## config.mk

```make
export PLATFORM = sky130hd
export DESIGN_NAME = clock_set_controller_flat
export DESIGN_NICKNAME = d
export VERILOG_FILES = /design/src/rtl/clock_set_controller_pkg.sv /design/src/rtl/clock_set_controller_if.sv /design/src/rtl/clock_set_controller_field_wrap_adj.sv /design/src/rtl/clock_set_controller.sv /design/src/flat_wrapper.sv
export SDC_FILE = /design/constraint.sdc
export NUM_CORES = 1
export LEC_CHECK = 0
export ABC_AREA = 1
export BUFFER_PORTS_ARGS = -buffer_cell sky130_fd_sc_hd__buf_2
export CORE_UTILIZATION = 45
export DETAILED_ROUTE_END_ITERATION = 10
export GPL_TIMING_DRIVEN = 0
export PLACE_DENSITY = 0.73
export SYNTH_ARGS = -nofsm -noshare
export SYNTH_HDL_FRONTEND = slang
export SYNTH_HIERARCHICAL = 1
export SYNTH_SLANG_ARGS = --single-unit
```

## constraint.sdc

```tcl
create_clock -name clk -period 1.8 [get_ports clk]
set_input_delay 0.09 -clock clk [delete_from_list [all_inputs] [get_ports clk]]
set_output_delay 0.09 -clock clk [all_outputs]
set_load 0.03 [all_outputs]
```

## src/rtl/clock_set_controller_pkg.sv

```systemverilog
// Shared widths, limits, state/field encodings and the capture sanitiser for the
// DigiLock clock-set controller.
package clock_pkg;

  localparam int HOUR_W   = 5;
  localparam int MIN_W    = 6;
  localparam int SEC_W    = 6;
  localparam int TIME_W   = 17;
  localparam int MAX_HOUR = 23;
  localparam int MAX_MS   = 59;

  typedef enum logic [2:0] {RUN, SET_H, SET_M, SET_S, COMMIT} state_t;
  typedef enum logic [1:0] {FIELD_NONE, FIELD_HOUR, FIELD_MIN, FIELD_SEC} field_t;

  // Any field outside its legal range is captured as zero.
  function automatic logic [TIME_W-1:0] sanitize_time(input logic [TIME_W-1:0] t);
    logic [HOUR_W-1:0] h;
    logic [MIN_W-1:0]  m;
    logic [SEC_W-1:0]  s;
    h = t[TIME_W-1 -: HOUR_W];
    m = t[SEC_W +: MIN_W];
    s = t[SEC_W-1:0];
    if (h > HOUR_W'(MAX_HOUR)) h = '0;
    if (m > MIN_W'(MAX_MS))    m = '0;
    if (s > SEC_W'(MAX_MS))    s = '0;
    return {h, m, s};
  endfunction

endpackage

```

## src/rtl/clock_set_controller_if.sv

```systemverilog
// Keypad/time-counter side of the clock-set controller: the master drives buttons
// and current time, the slave (the controller) drives tick, load and display info.
interface clock_set_controller_if;
  import clock_pkg::*;

  logic              btn_mode;
  logic              btn_inc;
  logic              btn_dec;
  logic [TIME_W-1:0] cur_time;
  logic              tick_1hz;
  logic              load;
  logic [TIME_W-1:0] load_time;
  logic              set_active;
  logic [1:0]        field_sel;
  logic              blink;

  modport master (
    output btn_mode, btn_inc, btn_dec, cur_time,
    input  tick_1hz, load, load_time, set_active, field_sel, blink
  );

  modport slave (
    input  btn_mode, btn_inc, btn_dec, cur_time,
    output tick_1hz, load, load_time, set_active, field_sel, blink
  );
endinterface

```

## src/rtl/clock_set_controller_field_wrap_adj.sv

```systemverilog
// One time field stepped up or down with wraparound between 0 and max.
module field_wrap_adj #(
  parameter int W = 6
) (
  input  logic [W-1:0] value,
  input  logic [W-1:0] max,
  input  logic         inc,
  input  logic         dec,
  output logic [W-1:0] next
);
  always_comb begin
    next = value;
    if (inc && !dec)      next = (value == max)     ? '0  : value + W'(1);
    else if (dec && !inc) next = (value == '0)      ? max : value - W'(1);
  end
endmodule

```

## src/rtl/clock_set_controller.sv

```systemverilog
// DigiLock clock-set controller: 1 Hz prescaler, SET-mode editor FSM, blink divider.
// Optional idle abort of SET mode when CLOCK_SET_TIMEOUT_EN is defined.
module clock_set_controller
  import clock_pkg::*;
#(
  parameter int unsigned CLK_HZ    = 50_000_000,
  parameter int unsigned TIMEOUT_S = 30
) (
  input logic                  clk,
  input logic                  rst_n,
  clock_set_controller_if.slave bus
);
  localparam int unsigned CNT_W = $clog2(CLK_HZ + 1);
  localparam int unsigned BLK_N = (CLK_HZ / 4 > 1) ? CLK_HZ / 4 : 1;
  localparam int unsigned BLK_W = $clog2(BLK_N + 1);

  state_t             state, state_nxt;
  field_t             field;
  logic [CNT_W-1:0]   pre_cnt;
  logic [BLK_W-1:0]   blk_cnt;
  logic               blink_q;
  logic [TIME_W-1:0]  edit;
  logic               in_set, pre_wrap, any_btn, timeout, edit_ok;
  logic               tick, load, set_active;
  logic [HOUR_W-1:0]  h_nxt;
  logic [MIN_W-1:0]   m_nxt;
  logic [SEC_W-1:0]   s_nxt;

  assign in_set   = (state == SET_H) || (state == SET_M) || (state == SET_S);
  assign pre_wrap = (pre_cnt == CNT_W'(CLK_HZ - 1));
  assign any_btn  = bus.btn_mode || bus.btn_inc || bus.btn_dec;
  // A mode press in the same cycle swallows inc/dec.
  assign edit_ok  = !bus.btn_mode;

`ifdef CLOCK_SET_TIMEOUT_EN
  localparam int unsigned IDLE_W = $clog2(TIMEOUT_S + 1);
  logic [CNT_W-1:0]  idle_pre;
  logic [IDLE_W-1:0] idle_sec;

  always_ff @(posedge clk or negedge rst_n) begin
    if (!rst_n) begin
      idle_pre <= '0;
      idle_sec <= '0;
    end else if (!in_set || any_btn) begin
      idle_pre <= '0;
      idle_sec <= '0;
    end else if (idle_pre == CNT_W'(CLK_HZ - 1)) begin
      idle_pre <= '0;
      idle_sec <= idle_sec + IDLE_W'(1);
    end else begin
      idle_pre <= idle_pre + CNT_W'(1);
    end
  end

  assign timeout = in_set && !any_btn && (idle_pre == CNT_W'(CLK_HZ - 1)) &&
                   (idle_sec == IDLE_W'(TIMEOUT_S - 1));
`else
  assign timeout = 1'b0;
`endif

  field_wrap_adj #(.W(HOUR_W)) u_hour (
    .value(edit[TIME_W-1 -: HOUR_W]), .max(HOUR_W'(MAX_HOUR)),
    .inc(bus.btn_inc && edit_ok && state == SET_H),
    .dec(bus.btn_dec && edit_ok && state == SET_H), .next(h_nxt));
  field_wrap_adj #(.W(MIN_W)) u_min (
    .value(edit[SEC_W +: MIN_W]), .max(MIN_W'(MAX_MS)),
    .inc(bus.btn_inc && edit_ok && state == SET_M),
    .dec(bus.btn_dec && edit_ok && state == SET_M), .next(m_nxt));
  field_wrap_adj #(.W(SEC_W)) u_sec (
    .value(edit[SEC_W-1:0]), .max(SEC_W'(MAX_MS)),
    .inc(bus.btn_inc && edit_ok && state == SET_S),
    .dec(bus.btn_dec && edit_ok && state == SET_S), .next(s_nxt));

  always_ff @(posedge clk or negedge rst_n) begin
    if (!rst_n) state <= RUN;
    else        state <= state_nxt;
  end

  always_comb begin
    state_nxt  = state;
    tick       = 1'b0;
    load       = 1'b0;
    set_active = 1'b0;
    field      = FIELD_NONE;
    case (state)
      RUN: begin
        tick = pre_wrap;
        if (bus.btn_mode) state_nxt = SET_H;
      end
      SET_H: begin
        set_active = 1'b1;
        field      = FIELD_HOUR;
        if (bus.btn_mode)  state_nxt = SET_M;
        else if (timeout)  state_nxt = RUN;
      end
      SET_M: begin
        set_active = 1'b1;
        field      = FIELD_MIN;
        if (bus.btn_mode)  state_nxt = SET_S;
        else if (timeout)  state_nxt = RUN;
      end
      SET_S: begin
        set_active = 1'b1;
        field      = FIELD_SEC;
        if (bus.btn_mode)  state_nxt = COMMIT;
        else if (timeout)  state_nxt = RUN;
      end
      COMMIT: begin
        load      = 1'b1;
        state_nxt = RUN;
      end
      default: state_nxt = RUN;
    endcase
  end

  // Prescaler only runs in RUN, so it restarts from 0 after any SET/COMMIT visit.
  always_ff @(posedge clk or negedge rst_n) begin
    if (!rst_n)              pre_cnt <= '0;
    else if (state != RUN)   pre_cnt <= '0;
    else if (pre_wrap)       pre_cnt <= '0;
    else                     pre_cnt <= pre_cnt + CNT_W'(1);
  end

  always_ff @(posedge clk or negedge rst_n) begin
    if (!rst_n) begin
      blk_cnt <= '0;
      blink_q <= 1'b0;
    end else if (!in_set) begin
      blk_cnt <= '0;
      blink_q <= 1'b0;
    end else if (blk_cnt == BLK_W'(BLK_N - 1)) begin
      blk_cnt <= '0;
      blink_q <= ~blink_q;
    end else begin
      blk_cnt <= blk_cnt + BLK_W'(1);
    end
  end

  always_ff @(posedge clk or negedge rst_n) begin
    if (!rst_n)                          edit <= '0;
    else if (state == RUN && bus.btn_mode) edit <= sanitize_time(bus.cur_time);
    else if (in_set)                     edit <= {h_nxt, m_nxt, s_nxt};
  end

  assign bus.tick_1hz   = tick;
  assign bus.load       = load;
  assign bus.load_time  = edit;
  assign bus.set_active = set_active;
  assign bus.field_sel  = field;
  assign bus.blink      = blink_q;

endmodule

```

## src/flat_wrapper.sv

```systemverilog
// flat-port wrapper written by rule: the top's interface ports become plain ports
module clock_set_controller_flat import clock_pkg::*;
#(
  parameter int unsigned CLK_HZ    = 50_000_000,
  parameter int unsigned TIMEOUT_S = 30
)
  (clk, rst_n, bus_btn_mode, bus_btn_inc, bus_btn_dec, bus_cur_time, bus_tick_1hz, bus_load, bus_load_time, bus_set_active, bus_field_sel, bus_blink);
  clock_set_controller_if bus_i ();
  input logic clk;
  input logic rst_n;
  input wire logic [$bits(bus_i.btn_mode)-1:0] bus_btn_mode;
  input wire logic [$bits(bus_i.btn_inc)-1:0] bus_btn_inc;
  input wire logic [$bits(bus_i.btn_dec)-1:0] bus_btn_dec;
  input wire logic [$bits(bus_i.cur_time)-1:0] bus_cur_time;
  output wire logic [$bits(bus_i.tick_1hz)-1:0] bus_tick_1hz;
  output wire logic [$bits(bus_i.load)-1:0] bus_load;
  output wire logic [$bits(bus_i.load_time)-1:0] bus_load_time;
  output wire logic [$bits(bus_i.set_active)-1:0] bus_set_active;
  output wire logic [$bits(bus_i.field_sel)-1:0] bus_field_sel;
  output wire logic [$bits(bus_i.blink)-1:0] bus_blink;
  assign bus_i.btn_mode = bus_btn_mode;
  assign bus_i.btn_inc = bus_btn_inc;
  assign bus_i.btn_dec = bus_btn_dec;
  assign bus_i.cur_time = bus_cur_time;
  assign bus_tick_1hz = bus_i.tick_1hz;
  assign bus_load = bus_i.load;
  assign bus_load_time = bus_i.load_time;
  assign bus_set_active = bus_i.set_active;
  assign bus_field_sel = bus_i.field_sel;
  assign bus_blink = bus_i.blink;
  clock_set_controller #(.CLK_HZ(CLK_HZ), .TIMEOUT_S(TIMEOUT_S)) u_core (.clk(clk), .rst_n(rst_n), .bus(bus_i));
endmodule
```

==> run_results.csv <==
group,metric,value,unit
outcome,status,"complete, no violations",
synthesis,yosys-top-cells-count,"262 x nand2_1, 166 x nor2_1, 71 x dfrtp_1, 71 x nand3_1, 69 x inv_1",
worst_hold_path,min_to,"u_core/bus.load_time[15]",
synthesis,yosysSeqAreaShare,31.96,%
clock_network,cts.htree.levels,3,
finish,fillers,1180,
finish,layout-drive-gt1-share,18.29,%
place,dp_hpwl,9.482,mm
synthesis,dominantRegCellSynth,"dfrtp_1",
global_routing,grt_max_degree,72,
route,drt_iter0_drc,297,
timing,post-route-period-util,94.76,%
clock_network,cts_tree,"built",
route,routed_wl,12.78,mm
critical_path,cp_slowest_cell,"dfrtp_1",
critical_path,cp-start-kind,"register",
floorplan,ios,45,
place,place_congestion,0.8982,
floorplan,start_util,46.28,%
timing,worst_pin_slew,0.8804,ns
critical_path,rr_worst_depth,12,
synthesis,yosysMostFrequentCell,"nand2_1",
critical_path,crit_type,"register to output pin",
synthesis,netlist.area_leader.share,31.96,%
floorplan,die_x,113.1,µm
clock_network,cts_buffers,9,
global_routing,overflow,0,
global_routing,antenna_found_initial,0,
critical_path,worst_ep_required_time,1.71,ns
critical_path,cp_data_arrival_time,1.62,ns
clock_network,cts_root_buffer,"clkbuf_16",
critical_path,critical-path-top-delay-family,"simple AND/OR/NAND/NOR gates",
global_routing,grt_pass1_wl,21.87,mm
critical_path,worstReg2RegStart,"u_core/state[1]",
route,num_vias,5366,
synthesis,synth-edff-count,0,
timing,slew_violations,0,
critical_path,slowest_delay,0.36,ns
finish,layout.cells.non_filler,1093,
synthesis,syn-cell-area,5559,µm²
synthesis,syn_inst,844,
job,drv_cap,0,
floorplan,rows,40,
synthesis,avgSynthCellArea,6.587,µm²
timing,hold-worst-slack,0.03765,ns
critical_path,crit_buf_inv,1,
finish,nets,973,
worst_hold_path,min-delay-start,"bus_cur_time[15]",
place,port_buffers,44,
synthesis,synth_async_sr_flop_share,100.0,%
critical_path,cp_max_fo,3,
synthesis,synth-warning-count,6,
route,vias_per_cell,4.909,
worst_hold_path,hold_path_class,"input pin to register",
synthesis,synthDistinctLibCells,41,
floorplan,die_y,113.1,µm
worst_hold_path,min_path_cells,3,
critical_path,worstReg2RegEnd,"u_core/bus.load_time[14]",
critical_path,path_cells,"ha_1 > nand2_1 > nor2_2 > nand3_1 > nor3_2 > buf_4",
timing,slew_headroom,41.31,%
power_and_ir_drop,power,9.003,mW
clock_network,clock-sinks,71,
floorplan,coreArea,12010,µm²
global_routing,grt_usage,21.11,%
route,drc,0,
timing,tns,0,ns
synthesis,synth-seq-cells,71,
clock_network,path_clk_slew,0.06,ns
synthesis,yosysTopAreaCell,"dfrtp_1",
clock_network,clkLatencyLatePin,0.34,ns
clock_network,clk_path_buf_depth,2,
route,wl_per_cell,11.69,µm
finish,diodes,0,
finish,syn_to_final_growth,18.10,%
timing,setup_viol,0,
power_and_ir_drop,powerDensity,1371,nW/µm²
route,first_pass_iters,5,
timing,finClkSkew,0.008227,ns
power_and_ir_drop,p_leak,3.137,nW
route,drtAntennaViolNets,0,
critical_path,reg2reg_slack,0.12,ns
place,placed_cells,1071,
global_routing,grt_pass1_vias,4904,
timing,fmax,586.3,MHz
power_and_ir_drop,peakVddDrop,0.7982,mV
critical_path,crit_cells,6,
timing,fin_crit,1.706,ns
critical_path,endpoint_kind,"output pin",
synthesis,ys_top_cells_by_area,"dfrtp_1 32%, nand2_1 18%, nor2_1 11%",
timing,hold_violations,0,
floorplan,die-area,12800,µm²
## cell usage in the layout, fill, tap and decap left out, drive strengths merged
master / Yosys / routed
dlygate4sd3: 0 / 1
inv: 87 / 89
and2: 1 / 1
clkinvlp: 0 / 2
nand2: 270 / 270
nor3: 12 / 12
conb: 2 / 38
buf: 9 / 59
or2: 2 / 2
clkbuf: 1 / 12
ha: 10 / 10
a31oi: 18 / 18
nor2: 185 / 185
xnor2: 12 / 12
a211oi: 1 / 1
o21ai: 25 / 25
xor2: 19 / 19
a21oi: 15 / 15
dfrtp: 71 / 71
clkinv: 3 / 3
nand3: 78 / 78
nand4: 15 / 15
nand3b: 4 / 4
o211ai: 2 / 2
nor3b: 2 / 2
## tightest hold or removal path, cell delays in order
cell and delay, ns:
buf_2 0.10, nand3_1 0.07, a31oi_1 0.07
## cell families after synthesis
kind of cell	after synthesis	share of synthesized area, %
AND/OR/NAND/NOR	569	45.51
buffers and inverters	100	7.968
flip-flops	71	31.96
adder cells (fa/ha/maj)	10	2.251
AO/OA/AOI/OAI	61	7.292
XOR/XNOR	31	4.884
other	2	0.1351
## routing by layer
metal  track usage, %  vias to the layer above  wire (µm)
met3            3.321                       20        526
met4            7.807                        0        210
met1            28.21                     2386       6144
li1                 -                     2848          -
met2            34.56                      112       5899
met5                0                        -          0
## stage by stage
stage                     area, µm²  util [%]  setup slack (ns)
after floorplan                5709         -          0.007118
after global placement         6113     50.90          -0.08777
after detailed placement       6116     50.92           -0.1082
after CTS                      6461     53.79           0.01375
after global routing           6565     54.66          -0.05529
final                          6565     54.66           0.09429
## where the power goes
part           switching (mW)  internal [mW]  total (mW)
logic                    3.06           1.76        4.82
registers               0.536           1.92        2.45
clock network           0.684           1.04        1.73
## area by class of cell
type | instances | area [µm²] | share of cell area (%)
Timing Repair Buffer | 51 | 280.3 | 4.269
Multi-Input combinational cell | 709 | 3577 | 54.49
Inverter | 90 | 345.3 | 5.260
Clock inverter | 4 | 28.78 | 0.4383
Sequential cell | 71 | 1784 | 27.18
Buffer | 9 | 98.84 | 1.506
Tap cell | 147 | 183.9 | 2.802
Clock buffer | 12 | 266.5 | 4.059
## sequential cells by signal (all words and copies together) (netlist names)
register              count
u_core/pre_cnt           26
u_core/blk_cnt           24
u_core/bus.load_time     17
u_core/state              3
u_core/bus.blink          1
## repair_timing
action                                  CTS  global route
endpoints found under the setup margin   12            40
setup buffers                             2             4
resized for setup                        11            28
hold buffers                              1             0
pin swaps                                 1             3
endpoints found under the hold margin    71             0
## how the worst max path moves through the flow
stage,startpoint,endpoint,slack (ns)
after floorplan,u_core/state[0],u_core/bus.load_time[1],0.007
after global placement,u_core/state[0],u_core/bus.load_time[1],-0.09
after detailed placement,u_core/state[0],u_core/bus.load_time[1],-0.11
after CTS,u_core/pre_cnt[0],bus_tick_1hz,0.01
after global routing,u_core/state[1],u_core/bus.load_time[14],-0.06
final,u_core/pre_cnt[0],bus_tick_1hz,0.09
No activity file was read; power rests on OpenSTA's default activity.
